## src/rtl/tap_cmd_decoder.sv

```systemverilog
// TAP command decoder: accepts 32-bit commands for TARGET_ID, updates per-channel
// compare/threshold/trigger registers, handshakes with the datapath and emits one status response.
module tap_cmd_decoder #(
    parameter int         N_CH      = 4,
    parameter int         THR_W     = 14,
    parameter logic [7:0] TARGET_ID = 8'h03,
    parameter int         TIMEOUT   = 256
) (
    input  logic                    clk,
    input  logic                    rst_n,
    input  logic [31:0]             cmd,
    input  logic                    cmd_valid,
    output logic                    cmd_ready,
    output logic                    req,
    input  logic                    busy,
    output logic [N_CH-1:0]         ctl_gt,
    output logic [N_CH-1:0]         ctl_et,
    output logic [N_CH-1:0]         ctl_lt,
    output logic [N_CH-1:0]         ctl_trig_en,
    output logic [N_CH*THR_W-1:0]   ctl_thr,
    output logic                    rsp_valid,
    output logic [1:0]              rsp_status,
    output logic [15:0]             rsp_data,
    output logic [2:0]              dbg_state
);

    // Handshake: a command transfers on a rising edge where cmd_valid && cmd_ready.
    typedef enum logic [2:0] {
        IDLE  = 3'd0,
        PARSE = 3'd1,
        REQ   = 3'd2,
        BUSY  = 3'd3,
        DONE  = 3'd4
    } state_t;

    localparam int CNT_W = $clog2(TIMEOUT + 1);

    state_t             state_q, state_d;
    logic [31:0]        cmd_q;
    logic [CNT_W-1:0]   cnt_q;
    logic               load_rsp;
    logic [1:0]         nxt_status;
    logic [15:0]        nxt_data;
    logic [15:0]        rd_val;
    logic [3:0]         ch;
    logic [3:0]         op;
    logic               is_rd, is_wr, bcast, ch_ok, wr_en, timed_out;
    logic               unused_cmd_bits;

    assign ch        = cmd_q[23:20];
    assign op        = cmd_q[19:16];
    assign is_rd     = (op == 4'd6) || (op == 4'd7);
    assign is_wr     = (op >= 4'd1) && (op <= 4'd5);
    assign bcast     = is_wr && (ch == 4'hF);
    assign ch_ok     = (ch < 4'(N_CH)) || bcast;
    assign wr_en     = (state_q == PARSE) && is_wr && ch_ok;
    assign timed_out = (cnt_q == CNT_W'(TIMEOUT - 1));
    assign unused_cmd_bits = ^cmd_q;

    assign cmd_ready = (state_q == IDLE) && rst_n;
    assign req       = (state_q == REQ);
    assign rsp_valid = (state_q == DONE);
    assign dbg_state = state_q;

    always_comb begin
        rd_val = '0;
        for (int i = 0; i < N_CH; i++) begin
            if (ch == 4'(i)) begin
                if (op == 4'd6)
                    rd_val = {12'b0, ctl_trig_en[i], ctl_lt[i], ctl_et[i], ctl_gt[i]};
                else
                    rd_val[THR_W-1:0] = ctl_thr[i*THR_W +: THR_W];
            end
        end
    end

    always_comb begin
        state_d    = state_q;
        load_rsp   = 1'b0;
        nxt_status = 2'b00;
        nxt_data   = '0;
        case (state_q)
            IDLE: begin
                if (cmd_valid && cmd_ready && cmd[31:24] == TARGET_ID)
                    state_d = PARSE;
            end
            PARSE: begin
                // Bad opcode outranks bad channel.
                if (!is_rd && !is_wr) begin
                    state_d = DONE; load_rsp = 1'b1; nxt_status = 2'b01;
                end else if (!ch_ok) begin
                    state_d = DONE; load_rsp = 1'b1; nxt_status = 2'b10;
                end else if (is_rd) begin
                    state_d = DONE; load_rsp = 1'b1; nxt_data = rd_val;
                end else begin
                    state_d = REQ;
                end
            end
            REQ: begin
                if (busy) begin
                    state_d = BUSY;
                end else if (timed_out) begin
                    state_d = DONE; load_rsp = 1'b1; nxt_status = 2'b11;
                end
            end
            BUSY: begin
                if (!busy) begin
                    state_d = DONE; load_rsp = 1'b1;
                end else if (timed_out) begin
                    state_d = DONE; load_rsp = 1'b1; nxt_status = 2'b11;
                end
            end
            DONE:    state_d = IDLE;
            default: state_d = IDLE;
        endcase
    end

    always_ff @(posedge clk or negedge rst_n) begin
        if (!rst_n) begin
            state_q    <= IDLE;
            cmd_q      <= '0;
            cnt_q      <= '0;
            rsp_status <= 2'b00;
            rsp_data   <= '0;
        end else begin
            state_q <= state_d;
            if (cmd_valid && cmd_ready)
                cmd_q <= cmd;
            if ((state_d == REQ && state_q != REQ) || (state_d == BUSY && state_q != BUSY))
                cnt_q <= '0;
            else if (state_q == REQ || state_q == BUSY)
                cnt_q <= cnt_q + 1'b1;
            if (load_rsp) begin
                rsp_status <= nxt_status;
                rsp_data   <= nxt_data;
            end
        end
    end

    always_ff @(posedge clk or negedge rst_n) begin
        if (!rst_n) begin
            ctl_gt      <= '0;
            ctl_et      <= '0;
            ctl_lt      <= '0;
            ctl_trig_en <= '0;
            ctl_thr     <= '0;
        end else if (wr_en) begin
            for (int i = 0; i < N_CH; i++) begin
                if (bcast || ch == 4'(i)) begin
                    case (op)
                        4'd1:    ctl_gt[i]      <= cmd_q[0];
                        4'd2:    ctl_et[i]      <= cmd_q[0];
                        4'd3:    ctl_lt[i]      <= cmd_q[0];
                        4'd4:    ctl_thr[i*THR_W +: THR_W] <= cmd_q[THR_W-1:0];
                        4'd5:    ctl_trig_en[i] <= cmd_q[0];
                        default: ;
                    endcase
                end
            end
        end
    end

endmodule

```

## config.mk

```make
export PLATFORM = sky130hd
export DESIGN_NAME = tap_cmd_decoder
export DESIGN_NICKNAME = d
export VERILOG_FILES = /design/src/rtl/tap_cmd_decoder.sv
export SDC_FILE = /design/constraint.sdc
export NUM_CORES = 1
export LEC_CHECK = 0
export ABC_AREA = 1
export CAP_MARGIN = 10
export CORE_MARGIN = 4
export CORE_UTILIZATION = 35
export DETAILED_ROUTE_END_ITERATION = 12
export PLACE_DENSITY = 0.62
export SYNTH_ARGS = -nofsm -noshare
export SYNTH_HDL_FRONTEND = slang
export SYNTH_SLANG_ARGS = --single-unit
export TNS_END_PERCENT = 30
```

## constraint.sdc

```tcl
create_clock -name clk -period 2.1 [get_ports clk]
set_clock_uncertainty 0.15 [all_clocks]
set_input_delay 0.42 -clock clk [delete_from_list [all_inputs] [get_ports clk]]
set_output_delay 0.42 -clock clk [all_outputs]
set_load 0.05 [all_outputs]
```

# Word level (Yosys, flattened, before mapping)
# Cells that the tools add are included.
[word_totals] register_bits=126 in_bits=36 out_inout_bits=96 wordCells=130
[op_classes] addsub=1 n_lt_le_gt_ge=3 n_eq_ne=21 muxes=37 n_reduce_logical=43
[op_table] op="$mux 16" n=6
[op_table] op="$mux 14" n=6
[op_table] op="$reduce_and 3->1" n=20
[op_table] op="$mux 3" n=7
[op_table] op="$mux 9" n=2
[op_table] op="$eq 4x2->1 const B" n=4
[op_table] op="$eq 4x3->1 const B" n=4
[op_table] op="$mux 2" n=7
[op_table] op="$eq 3x2->1 const B" n=4
[op_table] op="$pmux 3 s4" n=1
[op_table] op="$logic_and 1x1->1" n=10
[op_table] op="$add 9x1->9 const B" n=1
[op_table] op="$eq 9x8->1 const B" n=1
[op_table] op="$eq 4x1->1 const B" n=2
[op_table] op="$eq 8x2->1 const B" n=1
[op_table] op="$logic_or 1x1->1" n=8
[op_table] op="$mux 1" n=6
[op_table] op="$ne 3x2->1 const B" n=2
[op_table] op="$pmux 2 s3" n=1
[op_table] op="$eq 4x4->1 const B" n=1
[op_table] op="$ge 4x1->1 const B" n=1
[op_table] op="$le 4x3->1 const B" n=1
[op_table] op="$logic_not 4->1" n=1
[op_table] op="$lt 4x3->1 const B" n=1
[op_table] op="other kinds (6)" n=7

# Longest topological paths before layout
[logic_depth] word_depth=11 depth_mapped=12

# Worst setup path before layout
# No wires, ideal clock.
[synth_timing] path_type="reg2reg" startpoint="register state_q[1], in the netlist dbg_state[1]" endpoint="register rsp_data[10]" setup_time_ps=118 t_arrival_ps=2085 required_ps=1832 slack_ps=-253 path_stages_with_launch=11 cell_sequence="dfrtp_1 > nand2_2 > nor2_2 > nand3_1 > nand2_1 > nand2_1 > nand2_1 > inv_2 > buf_2 > nand2_1 > nand2_1"
[synth_via] elab_chain_cells=2 elab_cells_between_ends=5 classes_between="eq/ne: 3; mux: 2"
[synth_rtl] element="start: declaration" line="38" rtl="state_t state_q, state_d;"
[synth_rtl] element="start signal: assignment" line="126" rtl="state_q <= state_d;"
[synth_rtl] element="$eq 3x2->1"
[synth_rtl] element="via req" line="14" rtl="output logic req,"
[synth_rtl] element="$pmux 1 s3" line="82" rtl="case (state_q)"
[synth_rtl] element="end signal: assignment" line="135" rtl="rsp_data <= nxt_data;"
[synth_rtl] element="end: declaration" line="23" rtl="output logic [15:0] rsp_data,"
# The timed path passes the listed nets, and every way through them passes these cells.
# A chain may end at the register's enable or synchronous reset.

# Final worst setup path
[layout_timing] startpoint="register state_q[0], in the netlist dbg_state[0]" endpoint="output rsp_valid"
[layout_via] elab_chain_cells=1
[layout_rtl] element="$eq 3x3->1" line="62" rtl="assign rsp_valid = (state_q == DONE);"
[layout_rtl] element="end: declaration" line="21" rtl="output logic rsp_valid,"
# Every way passes these cells.

==> flow_summary.yaml <==
synthesis:
  ys_top_cells_by_area: "dfrtp_1, nand2_1, nand4_1"
  netlist_top_cells_count: "nand2_1, dfrtp_1, inv_1"
  synth-edff-count: 0
  synth-seq-cells: 122
  async_reset_ff_share_pct: 100.0
  synth.most_common_cell: "nand2_1"
  synth_top_area_cell: "dfrtp_1"
  syn_area_sq_mm: 0.006355
  ys.flop_type: "dfrtp_1"
  yosysSeqAreaShare_pct: 48.04
  synth_area_per_cell_sq_um: 7.904
  netlist.area_leader.share_pct: 48.04
  ys_types: 30
  syn_inst: 804
  yosysWarnings: 0
cells_and_area:
  fin_area_sq_mm: 0.008433
  area_delta_synth_final_pct: 32.70
  utilization_pct: 47.11
  antenna_cells: 0
  layout.nets: 981
  drive_gt1_share_pct: 22.54
setup_path:
  r2r-end: "rsp_data[7]$_DFFE_PN0P_"
  crit_top_cell: "nor2_2"
  crit-reg2reg-launch: "cnt_q[0]$_DFFE_PN0P_"
  max_stage_delay_ns: 0.37
  critPathKind: "flip-flop to output pin"
  crit_path_start_kind: "flip-flop"
  crit_slowest_cell: "dfrtp_1"
  critPathRequiredTime_ns: 1.53
  end_kind: "output pin"
  worst-r2r-setup-slack_ns: 0.16
  path_delay_family: "flip-flops"
  cp_max_fo: 5
  path_cells: "buf_4 > nor2_2 > inv_2 > nor2_2 > buf_12"
  path_buf_inv: 3
  crit_arrival_ns: 1.41
  reg2regPathDepth: 11
pwr:
  power_density_mw_per_mm2: 1113
  total_leakage_power_nw: 4.267
  irDropWorstVdd_mv: 0.9568
  finalPower_mw: 9.388
grt:
  grt_usage_pct: 18.02
  antenna_found_initial: 0
  grt_max_degree: 123
  grt_pass1_wl_microns: 28750
  grt_pass1_vias: 5249
  overflow: 0
floorplan:
  initial_utilization_pct: 35.50
  dieArea_sq_mm: 0.02038
  num_rows: 49
  die_w_microns: 142.7
  die_y_microns: 142.7
  core_sq_mm: 0.01790
  io-pin-count: 132
drt:
  drtIter0Drc: 467
  post-route-drc-count: 0
  avgRoutedWirePerCell_microns: 15.36
  routed_wl_microns: 18170
  vias: 5652
  ant_nets: 0
  first_pass_iters: 5
  vias_per_cell: 4.778
run_status:
  violations: "hold timing"
  outcome: "finished, violations left"
timing:
  timing.final.max_slew_violations: 0
  hold_viol: 48
  setup_ws_ns: 0.1164
  period_needed_ns: 1.984
  tns_ns: 0
  max_freq_ghz: 0.5041
  rsz0062_at_grt: "no"
  setup_viol: 0
  whs_ns: -0.1127
  min_period_over_period_pct: 94.46
  tightestPinTransition_ns: 0.7537
  relSlewSlack_pct: 49.75
flow_run:
  cap_viol_max_count: 0
clock_tree:
  clockBufferDepth: 2
  clk_latency_ns: 0.42
  cts_tree: "yes"
  cts.sinks: 122
  cts_buffers: 17
  cts-root-buf: "clkbuf_16"
  clkTransAtPathRegs_ns: 0.05
  ctsHtreeMaxLevel: 4
  cts_hold_buf: 0
hold_path:
  hp-class: "input port to asynchronous set/reset pin"
place:
  dp_hpwl_microns: 13280
  gp_congestion: 0.8193
  port_buffers: 127
  place_ws_ns: 0.09456
  dpl-instance-area_sq_mm: 0.007774
[flip-flops by register name, indices dropped and copies added (netlist names), 3 cells and up]
signal,count
dbg_state,3
cnt_q,9
ctl_lt,4
ctl_trig_en,4
ctl_gt,4
ctl_et,4
cmd_q,22
ctl_thr,56
rsp_data,14
[through the flow]
step                std cells  hold WS [ns]
floorplan                 805      -0.02559
global placement         1152        0.3198
detailed placement       1152        0.3109
CTS                      1182      0.001040
global route             1183      0.005137
finish                   1183       -0.1127
[how the worst max path moves through the flow]
| stage | from | to | slack, ns | cells past startpoint |
|---|---|---|---|---|
| 3_3_place_gp | cnt_q[0]$_DFFE_PN0P_ | rsp_data[9]$_DFFE_PN0P_ | 0.16 | 11 |
| 4_1_cts | dbg_state[0]$_DFF_PN0_ | rsp_valid | 0.05 | 5 |
| 6_report | dbg_state[0]$_DFF_PN0_ | rsp_valid | 0.12 | 5 |
| 5_1_grt | cnt_q[1]$_DFFE_PN0P_ | rsp_data[4]$_DFFE_PN0P_ | 0.006 | 11 |
| 2_1_floorplan | dbg_state[0]$_DFF_PN0_ | cmd_q[10]$_DFFE_PN0P_ | 0.002 | 6 |
| 3_5_place_dp | cnt_q[0]$_DFFE_PN0P_ | rsp_data[4]$_DFFE_PN0P_ | 0.09 | 11 |
[worst reg2reg max path, cell delays in order, from the launching register on]
cell and delay (ns):
dfrtp_1 0.41, ha_4 0.16, nand3_2 0.08, nor4_2 0.27
ha_2 0.24, nand3_2 0.08, nand2_1 0.08, nand2_2 0.06
nand2_2 0.11, inv_6 0.07, nand2_1 0.07, nand2_1 0.05
[final cells by class]
class	count	area, sq um
Tap cell	229	286.5
Inverter	88	335.3
Clock inverter	8	143.9
Timing Repair Buffer	162	1384
Clock buffer	22	454.2
Fill cell	1749	9469
Multi-Input combinational cell	552	2775
Sequential cell	122	3054
[layout by cell type, fill, tap and decap left out, types with 2 or more instances in the layout]
| cell | n |
|---|---|
| nand2_2 | 11 |
| conb_1 | 2 |
| buf_12 | 7 |
| nor2_4 | 7 |
| dfrtp_1 | 121 |
| clkdlybuf4s50_1 | 32 |
| o211ai_1 | 2 |
| clkbuf_16 | 17 |
| nand3_1 | 45 |
| mux2_2 | 17 |
| o21ai_0 | 13 |
| nand4_1 | 77 |
| nor2_2 | 4 |
| bufinv_16 | 4 |
| clkbuf_1 | 4 |
| inv_1 | 80 |
| nand3_4 | 4 |
| nor2_1 | 64 |
| nand3b_1 | 4 |
| nand2_1 | 256 |
| buf_4 | 123 |
| inv_6 | 2 |
| nand3_2 | 2 |
| xor2_1 | 5 |
| nor3_1 | 13 |
| a21oi_1 | 17 |
| clkinv_2 | 3 |
| inv_2 | 6 |
[what timing repair did]
action	CTS	global route
setup buffers	0	1
endpoints found under the hold margin	0	0
resized for setup	0	15
setup endpoints to repair	0	23
[metal layers]
layer	up-vias	global-route usage, %	part of all wire, %
met4	0	4.602	0.97
li1	2882	-	-
met5	-	0	0
met1	2602	26.34	49
met3	13	4.756	5.2
met2	155	26.63	44
[cell families (layout without fill, tap and decap cells)]
group	after synthesis	in the layout	synth area share, %
AOI/OAI and AO/OA	34	34	2.855
xor gates and xnor gates	6	6	0.8269
adders and majority gates	2	2	0.3937
buffers and inverters	131	280	9.352
DFF	122	122	48.04
muxes	17	17	3.012
other	1	2	0.05901
and+or+nand+nor	491	491	35.46
[power breakdown]
group	internal, mW	switching, mW
Combinational	1.06	2.07
Clock	2.00	1.03
Sequential	2.72	0.516
Total	5.77	3.61
Note: power is estimated with default switching activity, not from simulation.
